## config.mk

```make
export PLATFORM = sky130hd
export DESIGN_NAME = ps2_rx_ctrl_flat
export DESIGN_NICKNAME = d
export VERILOG_FILES = /design/src/rtl/ps2_rx_ctrl_if.sv /design/src/rtl/ps2_rx_ctrl.sv /design/src/flat_wrapper.sv
export SDC_FILE = /design/constraint.sdc
export NUM_CORES = 1
export LEC_CHECK = 0
export CELL_PAD_IN_SITES_DETAIL_PLACEMENT = 1
export CELL_PAD_IN_SITES_GLOBAL_PLACEMENT = 2
export CORE_ASPECT_RATIO = 0.8
export CORE_UTILIZATION = 38
export CTS_CLUSTER_SIZE = 10
export DETAILED_ROUTE_END_ITERATION = 10
export PLACE_DENSITY_LB_ADDON = 0.1
export SETUP_SLACK_MARGIN = 0.15
export SYNTH_ARGS = -nofsm -noshare
export SYNTH_HDL_FRONTEND = slang
export SYNTH_SLANG_ARGS = --single-unit
```

## constraint.sdc

```tcl
create_clock -name clk -period 3.25 [get_ports clk]
set_input_delay 0.65 -clock clk [delete_from_list [all_inputs] [get_ports clk]]
set_output_delay 0.65 -clock clk [all_outputs]
set_load 0.1 [all_outputs]
```

## src/rtl/ps2_rx_ctrl_if.sv

```systemverilog
// Signal bundle between the PS/2 receive controller and its surroundings.
// Latency: none, wires only.
// Backpressure: none; the event pulses are fire-and-forget.
interface ps2_rx_ctrl_if;
  logic       rx_en;
  logic       ps2_clk_filt;
  logic       ps2_data_filt;
  logic       byte_valid;
  logic [7:0] byte_data;
  logic       frame_err;
  logic       key_valid;
  logic [8:0] key_code;
  logic       key_break;
  logic       busy;

  // Controller side: consumes the filtered lines, produces byte/key events.
  modport master (
    input  rx_en, ps2_clk_filt, ps2_data_filt,
    output byte_valid, byte_data, frame_err, key_valid, key_code, key_break, busy
  );

  // Keyboard-logic side: drives enable and lines, consumes events.
  modport slave (
    output rx_en, ps2_clk_filt, ps2_data_filt,
    input  byte_valid, byte_data, frame_err, key_valid, key_code, key_break, busy
  );
endinterface

```

## src/rtl/ps2_rx_ctrl.sv

```systemverilog
// PS/2 receive controller: frames 11-bit packets, checks start/parity/stop, decodes E0/F0 key events.
// Latency: byte/key/error pulses one clk after the stop-bit falling edge (or after the timeout limit).
// Backpressure: none; every output event is a single-cycle pulse the consumer must take as it comes.
module ps2_rx_ctrl #(
  parameter int TIMEOUT_CYCLES = 50000,
  parameter int TIMEOUT_W      = 16
) (
  input logic           clk,
  input logic           resetN,
  ps2_rx_ctrl_if.master bus
);

  typedef enum logic [1:0] {IDLE, DATA, PARITY, STOP} state_t;

  state_t               state;
  state_t               state_nxt;
  logic                 clk_d;
  logic                 fall;
  logic [7:0]           shift_q;
  logic [2:0]           bit_cnt;
  logic                 parity_q;
  logic [TIMEOUT_W-1:0] tmo_cnt;
  logic                 tmo_hit;
  logic                 ext_q;
  logic                 brk_q;

  logic                 start_frame;
  logic                 shift_en;
  logic                 parity_en;
  logic                 frame_good;
  logic                 frame_bad;
  logic                 abort;

  logic                 byte_valid_q;
  logic [7:0]           byte_data_q;
  logic                 frame_err_q;
  logic                 key_valid_q;
  logic [8:0]           key_code_q;
  logic                 key_break_q;
  logic                 busy_q;

  // clk_d resets low so the filters rising out of reset can never look like a falling edge.
  assign fall    = clk_d & ~bus.ps2_clk_filt;
  // A falling edge arriving in the limit cycle rescues the frame.
  assign tmo_hit = (tmo_cnt == TIMEOUT_W'(TIMEOUT_CYCLES - 1)) & ~fall;

  // Previous-cycle copy of the filtered PS/2 clock for edge detection.
  always_ff @(posedge clk or negedge resetN) begin
    if (!resetN) clk_d <= 1'b0;
    else         clk_d <= bus.ps2_clk_filt;
  end

  // FSM state register.
  always_ff @(posedge clk or negedge resetN) begin
    if (!resetN) state <= IDLE;
    else         state <= state_nxt;
  end

  // Next-state and datapath strobes; rx_en low beats a falling edge, which beats the timeout.
  always_comb begin
    state_nxt   = state;
    start_frame = 1'b0;
    shift_en    = 1'b0;
    parity_en   = 1'b0;
    frame_good  = 1'b0;
    frame_bad   = 1'b0;
    abort       = 1'b0;
    if (!bus.rx_en) begin
      state_nxt = IDLE;
      abort     = (state != IDLE);
    end else begin
      unique case (state)
        IDLE: begin
          if (fall && !bus.ps2_data_filt) begin
            state_nxt   = DATA;
            start_frame = 1'b1;
          end
        end
        DATA: begin
          if (fall) begin
            shift_en = 1'b1;
            if (bit_cnt == 3'd7) state_nxt = PARITY;
          end else if (tmo_hit) begin
            state_nxt = IDLE;
            frame_bad = 1'b1;
          end
        end
        PARITY: begin
          if (fall) begin
            parity_en = 1'b1;
            state_nxt = STOP;
          end else if (tmo_hit) begin
            state_nxt = IDLE;
            frame_bad = 1'b1;
          end
        end
        STOP: begin
          if (fall) begin
            state_nxt = IDLE;
            if ((^shift_q ^ parity_q) && bus.ps2_data_filt) frame_good = 1'b1;
            else                                            frame_bad  = 1'b1;
          end else if (tmo_hit) begin
            state_nxt = IDLE;
            frame_bad = 1'b1;
          end
        end
        default: state_nxt = IDLE;
      endcase
    end
  end

  // Mid-frame inactivity counter: held at zero while idle or leaving a frame, restarted by every edge.
  always_ff @(posedge clk or negedge resetN) begin
    if (!resetN)                                          tmo_cnt <= '0;
    else if (state == IDLE || state_nxt == IDLE || fall) tmo_cnt <= '0;
    else                                                  tmo_cnt <= tmo_cnt + TIMEOUT_W'(1);
  end

  // Data shift register (LSB arrives first, enters at bit 7), bit counter and parity capture.
  always_ff @(posedge clk or negedge resetN) begin
    if (!resetN) begin
      shift_q  <= 8'h00;
      bit_cnt  <= 3'd0;
      parity_q <= 1'b0;
    end else begin
      if (start_frame) bit_cnt <= 3'd0;
      if (shift_en) begin
        shift_q <= {bus.ps2_data_filt, shift_q[7:1]};
        bit_cnt <= bit_cnt + 3'd1;
      end
      if (parity_en) parity_q <= bus.ps2_data_filt;
    end
  end

  // Output pulses, held byte/key values and the E0/F0 prefix flags.
  always_ff @(posedge clk or negedge resetN) begin
    if (!resetN) begin
      byte_valid_q <= 1'b0;
      byte_data_q  <= 8'h00;
      frame_err_q  <= 1'b0;
      key_valid_q  <= 1'b0;
      key_code_q   <= 9'h000;
      key_break_q  <= 1'b0;
      busy_q       <= 1'b0;
      ext_q        <= 1'b0;
      brk_q        <= 1'b0;
    end else begin
      byte_valid_q <= frame_good;
      frame_err_q  <= frame_bad;
      key_valid_q  <= 1'b0;
      busy_q       <= (state_nxt != IDLE);
      if (frame_good) begin
        byte_data_q <= shift_q;
        if (shift_q == 8'hE0) begin
          ext_q <= 1'b1;
        end else if (shift_q == 8'hF0) begin
          brk_q <= 1'b1;
        end else begin
          key_valid_q <= 1'b1;
          key_code_q  <= {ext_q, shift_q};
          key_break_q <= brk_q;
          ext_q       <= 1'b0;
          brk_q       <= 1'b0;
        end
      end else if (frame_bad || abort) begin
        ext_q <= 1'b0;
        brk_q <= 1'b0;
      end
    end
  end

  assign bus.byte_valid = byte_valid_q;
  assign bus.byte_data  = byte_data_q;
  assign bus.frame_err  = frame_err_q;
  assign bus.key_valid  = key_valid_q;
  assign bus.key_code   = key_code_q;
  assign bus.key_break  = key_break_q;
  assign bus.busy       = busy_q;

endmodule

```

## src/flat_wrapper.sv

```systemverilog
// flat-port wrapper written by rule: the top's interface ports become plain ports
module ps2_rx_ctrl_flat 
#(
  parameter int TIMEOUT_CYCLES = 50000,
  parameter int TIMEOUT_W      = 16
)
  (clk, resetN, bus_rx_en, bus_ps2_clk_filt, bus_ps2_data_filt, bus_byte_valid, bus_byte_data, bus_frame_err, bus_key_valid, bus_key_code, bus_key_break, bus_busy);
  ps2_rx_ctrl_if bus_i ();
  input logic clk;
  input logic resetN;
  input wire logic [$bits(bus_i.rx_en)-1:0] bus_rx_en;
  input wire logic [$bits(bus_i.ps2_clk_filt)-1:0] bus_ps2_clk_filt;
  input wire logic [$bits(bus_i.ps2_data_filt)-1:0] bus_ps2_data_filt;
  output wire logic [$bits(bus_i.byte_valid)-1:0] bus_byte_valid;
  output wire logic [$bits(bus_i.byte_data)-1:0] bus_byte_data;
  output wire logic [$bits(bus_i.frame_err)-1:0] bus_frame_err;
  output wire logic [$bits(bus_i.key_valid)-1:0] bus_key_valid;
  output wire logic [$bits(bus_i.key_code)-1:0] bus_key_code;
  output wire logic [$bits(bus_i.key_break)-1:0] bus_key_break;
  output wire logic [$bits(bus_i.busy)-1:0] bus_busy;
  assign bus_i.rx_en = bus_rx_en;
  assign bus_i.ps2_clk_filt = bus_ps2_clk_filt;
  assign bus_i.ps2_data_filt = bus_ps2_data_filt;
  assign bus_byte_valid = bus_i.byte_valid;
  assign bus_byte_data = bus_i.byte_data;
  assign bus_frame_err = bus_i.frame_err;
  assign bus_key_valid = bus_i.key_valid;
  assign bus_key_code = bus_i.key_code;
  assign bus_key_break = bus_i.key_break;
  assign bus_busy = bus_i.busy;
  ps2_rx_ctrl #(.TIMEOUT_CYCLES(TIMEOUT_CYCLES), .TIMEOUT_W(TIMEOUT_W)) u_core (.clk(clk), .resetN(resetN), .bus(bus_i));
endmodule
```

-- Word level (Yosys, flattened, before mapping)
Index checks and enable logic that the tools add are counted.
- register bits: 55
- input port bits: 5
- word-level logic and storage cells: 90
- add/subtract/negate cells: 2
- equal/unequal tests: 9
- muxes and demuxes: 40
- bitwise gates (word level): 7
- reduce and logical (&&, ||, !) cells: 17
- operators by type and width (kind ; number):
    two-way mux 1 bit ; 28
    adder 16 x 1 -> 16 bit (second input constant) ; 1
    == test 16 bit (second input constant) ; 1
    == test 8 bit (second input constant) ; 2
    two-way mux 16 bit ; 1
    two-way mux 2 bit ; 7
    one-hot mux 2 bit (4 select lines) ; 1
    nonzero test 2 bit ; 4
    parity 8 bit ; 1
    two-way mux 3 bit ; 2
    == test 2 bit (second input constant) ; 2
    zero test 2 bit ; 2
    NOT 1 bit ; 4
    AND reduction 2 bit ; 2
    adder 3 x 1 -> 3 bit (second input constant) ; 1
    == test 3 bit (second input constant) ; 1
    logical OR 1 bit ; 3
    inequality test 3 bit (second input constant) ; 1
    AND reduction 3 bit ; 1
    bitwise AND 1 bit ; 2
    == test 2 x 1 -> 1 bit (second input constant) ; 1
    logical AND 1 bit ; 2
    inequality test 2 bit (second input constant) ; 1
    one-hot mux 1 bit (2 select lines) ; 1
    3 further kinds ; 3

-- Depth between registers and ports, before layout
- depth in word-level cells: 12
- mapped depth: 8
- mapped depth without buffers: 7

-- Least setup slack after synthesis
Ideal clock, no wire load.
- path type: reg-to-reg
- start point: reg u_core.shift_q[2]
- end point: reg u_core.key_code_q[0], in the netlist u_core.bus.key_code[0]
- data arrival time: 2.123 ns
- required time: 3.124 ns
- setup slack: 1.001 ns
- stages on the path, launching flop included: 9
- path through: dfrtp_1 > inv_1 > ha_1 > xnor3_1 > xnor2_1 > nor3b_4 > and2_4 > buf_12 > mux2_4
- word-level cells in the longest chain between the ends: 8
- RTL lines (element ; RTL line ; text):
    from (decl) ; ps2_rx_ctrl.sv:19 ; logic [7:0] shift_q;
    from (signal assigned) ; ps2_rx_ctrl.sv:128 ; shift_q <= {bus.ps2_data_filt, shift_q[7:1]};
    parity 8 bit ; ps2_rx_ctrl.sv:100 ; if ((^shift_q ^ parity_q) && bus.ps2_data_filt) frame_good = 1'b1;
    bitwise XOR 1 bit ; ps2_rx_ctrl.sv:100 ;
    logical AND 1 bit ; ps2_rx_ctrl.sv:100 ;
    two-way mux 1 bit ; ps2_rx_ctrl.sv:100 ;
    two-way mux 1 bit ; ps2_rx_ctrl.sv:98 ; if (fall) begin
    two-way mux 1 bit ; ps2_rx_ctrl.sv:72 ; unique case (state)
    two-way mux 1 bit ; ps2_rx_ctrl.sv:68 ; if (!bus.rx_en) begin
    AND reduction 3 bit (no source line) * ; n/a ;
    to (signal assigned) ; ps2_rx_ctrl.sv:160 ; key_code_q <= {ext_q, shift_q};
    to (decl) ; ps2_rx_ctrl.sv:38 ; logic [8:0] key_code_q;
Every way passes the cells marked *; elsewhere a longest branch is shown, timed or not.
A chain may end at the register's enable or synchronous reset.

-- Worst setup path in the final report
- start point: in bus_ps2_clk_filt
- end point: reg u_core.key_break_q, in the netlist u_core.bus.key_break
- word-level cells in the longest chain between the ends: 6
- RTL lines (element ; RTL line ; text):
    from (decl) ; flat_wrapper.sv:12 ; input wire logic [$bits(bus_i.ps2_clk_filt)-1:0] bus_ps2_clk_filt;
    NOT 1 bit ; ps2_rx_ctrl.sv:43 ; assign fall = clk_d & ~bus.ps2_clk_filt;
    bitwise AND 1 bit ; ps2_rx_ctrl.sv:43 ;
    two-way mux 1 bit ; ps2_rx_ctrl.sv:98 ;
    two-way mux 1 bit ; ps2_rx_ctrl.sv:72 ;
    two-way mux 1 bit ; ps2_rx_ctrl.sv:68 ;
    AND reduction 3 bit (no source line) ; n/a ;
    to (signal assigned) ; ps2_rx_ctrl.sv:161 ; key_break_q <= brk_q;
    to (decl) ; ps2_rx_ctrl.sv:39 ; logic key_break_q;
Every way passes these cells.

==> flow_metrics.env <==
export IMPL_status="finished, final reports clean"
export IMPL_yosys_warnings=0
export IMPL_route_detailed_drc=0
export IMPL_endpoint_kind="flop"
export IMPL_overflow=0
export IMPL_cts_sinks=55
export IMPL_critical_path_max_stage_delay_ns=0.47
export IMPL_synth_area_mm2=0.002729
export IMPL_synth_top_area_share_pct=50.44
export IMPL_irDropWorstVdd_v=0.0002030
export IMPL_cts_tree="yes"
export IMPL_arrival_ns=2.67
export IMPL_start_kind="input port"
export IMPL_synth_async_sr_flop_share_pct=100.0
export IMPL_path_clk_slew_ns=0.11
export IMPL_synthesis_nets=244
export IMPL_yosysSeqAreaShare_pct=50.44
export IMPL_p_per_area_mw_per_mm2=391.0
export IMPL_period_needed_ns=2.461
export IMPL_critPathMaxFanout=11
export IMPL_final_setup_tns_ns=0
export IMPL_antenna_cells=0
export IMPL_ys_ff_latch=55
export IMPL_p_leak_nw=1.417
export IMPL_slew_headroom_pct=52.66
export IMPL_finalSetupViolations=0
export IMPL_holdBufCountCts=0
export IMPL_path_cells="clkdlybuf4s50_1 > nor2b_1 > nand3_1 > nor3b_4 > and2_4 > mux2_2"
export IMPL_die_y_um=77.80
export IMPL_post_cts_resized=0
export IMPL_finalMaxSlewViolations=0
export IMPL_ys_flop_type="dfrtp_1"
export IMPL_gp_congestion=0.7353
export IMPL_rsz0062_at_grt="false"
export IMPL_yosysUniqueCellTypes=43
export IMPL_syn2layout_area_growth_pct=14.08
export IMPL_hold_viol=0
export IMPL_start_util_pct=39.40
export IMPL_final_common_cell="dfrtp_1"
export IMPL_grt_usage_pct=16.82
export IMPL_drive_gt1_share_pct=25.19
export IMPL_die_area_mm2=0.007526
export IMPL_antenna_found_initial=0
export IMPL_port_buffers=26
export IMPL_drt_antenna_violating_nets=0
export IMPL_num_vias=1819
export IMPL_yosys_area_top_type="dfrtp_1"
export IMPL_clock_latency_ns=0.32
export IMPL_period_share_pct=75.72
export IMPL_worst_pin_slew_ns=0.7080
export IMPL_grt_max_degree=56
export IMPL_fin_cells=345
export IMPL_rows=27
export IMPL_max_freq_ghz=0.4063
export IMPL_grt_pass1_wl_mm=10.09
export IMPL_syn_avg_cell_area_um2=12.07
export IMPL_vias_per_cell=5.272
export IMPL_drv_cap=0
export IMPL_drtPass1Iterations=4
export IMPL_skew_ns=0.01338
export IMPL_htreeDepth=2
export IMPL_synth_top_cells_by_area="dfrtp_1 50%, ha_1 6.0%, mux2_2 5.8%"
export IMPL_place_inst=337
export IMPL_core_area_mm2=0.006925
export IMPL_wl_per_cell_um=16.52
export IMPL_n_fill_cell=750
export IMPL_netlist_instances=226
export IMPL_hold_path_class="input port to asynchronous set/reset pin"
export IMPL_drt_initial_drc_count=45
export IMPL_crit_slowest_cell="nor2b_1"
export IMPL_postLayoutCoreUtil_pct=44.95
export IMPL_die_w_um=96.75
export IMPL_cpLargestDelayFamily="simple AND/OR/NAND/NOR gates"
export IMPL_grt_pass1_vias=1951
export IMPL_postCtsSetupRepairBufs=0
export IMPL_cp_required_ns=3.46
export IMPL_crit_type="input port to flop"
export IMPL_clk_path_buf_depth=2
export IMPL_root_buffer="clkbuf_8"
export IMPL_cts_buffers=5
export IMPL_layout_common_cells="55 x dfrtp_1, 28 x buf_4, 17 x a211oi_1, 14 x nand2_1, 14 x mux2_2"
export IMPL_cp_num_buf_inv=1
export IMPL_synth_edf_count=0
export IMPL_place_hpwl_mm=4.029
export IMPL_ios=27
export IMPL_wl_mm=5.701
export IMPL_nets=275
export IMPL_power_mw=1.217
-- sequential cells by signal (all words and copies together) (netlist names) --
signal and cells:
u_core.ext_q 1, u_core.bit_cnt 3, u_core.state 2, u_core.bus.byte_data 8
u_core.bus.key_code 9, u_core.clk_d 1, u_core.tmo_cnt 16, u_core.parity_q 1
u_core.bus.busy 1, u_core.bus.frame_err 1, u_core.bus.byte_valid 1, u_core.bus.key_valid 1
u_core.bus.key_break 1, u_core.shift_q 8, u_core.brk_q 1
-- cell usage after synthesis, drive strengths merged (3+ instances only) --
| master | instances |
|---|---|
| a211oi | 17 |
| a21oi | 4 |
| and3 | 6 |
| buf | 5 |
| clkbuf | 3 |
| dfrtp | 55 |
| ha | 13 |
| inv | 10 |
| mux2 | 23 |
| nand2 | 14 |
| nand3 | 11 |
| nor2 | 7 |
| nor2b | 5 |
| o21ai | 9 |
| xnor2 | 10 |
| xor2 | 6 |
-- per-layer routing --
layer	global-route usage [%]	up-vias	share of wire, %
met5	0	-	0
met4	4.925	0	1.1
met3	3.333	5	2.8
met2	23.73	23	42
met1	25.70	922	54
li1	-	869	-
-- cell type report --
class | instances | area, µm² | area share [%]
Sequential cell | 55 | 1376 | 44.21
Inverter | 10 | 37.54 | 1.206
Timing Repair Buffer | 32 | 245.2 | 7.878
Clock buffer | 6 | 82.58 | 2.653
Tap cell | 87 | 108.9 | 3.497
Multi-Input combinational cell | 153 | 1249 | 40.11
Clock inverter | 2 | 13.76 | 0.4421
-- power breakdown --
| group | internal (mW) | switching, mW |
|---|---|---|
| sequential | 0.695 | 0.0126 |
| combinational | 0.0387 | 0.0573 |
| clock | 0.175 | 0.239 |
-- logic make-up (layout without fill, tap and decap cells) --
family	Yosys count	count (layout)	synth area share, %
AND/OR/NAND/NOR	58	58	11.69
flip-flops	55	55	50.44
AO/OA/AOI/OAI	42	42	11.42
multiplexers	23	23	10.73
buffers and inverters	18	50	3.806
XOR/XNOR	17	17	5.960
adder cells (fa/ha/maj)	13	13	5.961
-- path summary, 6_finish.rpt --
check	from	to	slack, ns	cells after the start
setup reg to reg	u_core.shift_q[2]$_DFFE_PN0P_	u_core.bus.key_break$_DFFE_PN0P_	0.83	7
min in group clk	u_core.bit_cnt[0]$_DFFE_PN0P_	u_core.bit_cnt[0]$_DFFE_PN0P_	0.51	1
hold reg to reg	u_core.bit_cnt[0]$_DFFE_PN0P_	u_core.bit_cnt[0]$_DFFE_PN0P_	0.51	1
max in group asynchronous	resetN	u_core.tmo_cnt[11]$_DFF_PN0_	2.32	2
hold / removal	resetN	u_core.bus.key_code[1]$_DFFE_PN0P_	0.46	2
setup / recovery	bus_ps2_clk_filt	u_core.bus.key_break$_DFFE_PN0P_	0.79	6
-- metrics by stage --
step	worst slack, ns	hold slack (ns)	area (µm²)
floorplan	1.001	0.3544	2729
global placement	0.4990	0.4875	3017
detailed placement	0.3999	0.4975	3017
CTS	0.7647	0.4806	3113
global route	0.6024	0.5274	3113
finish	0.7890	0.4600	3113
Power figures use the tool's default switching activity.
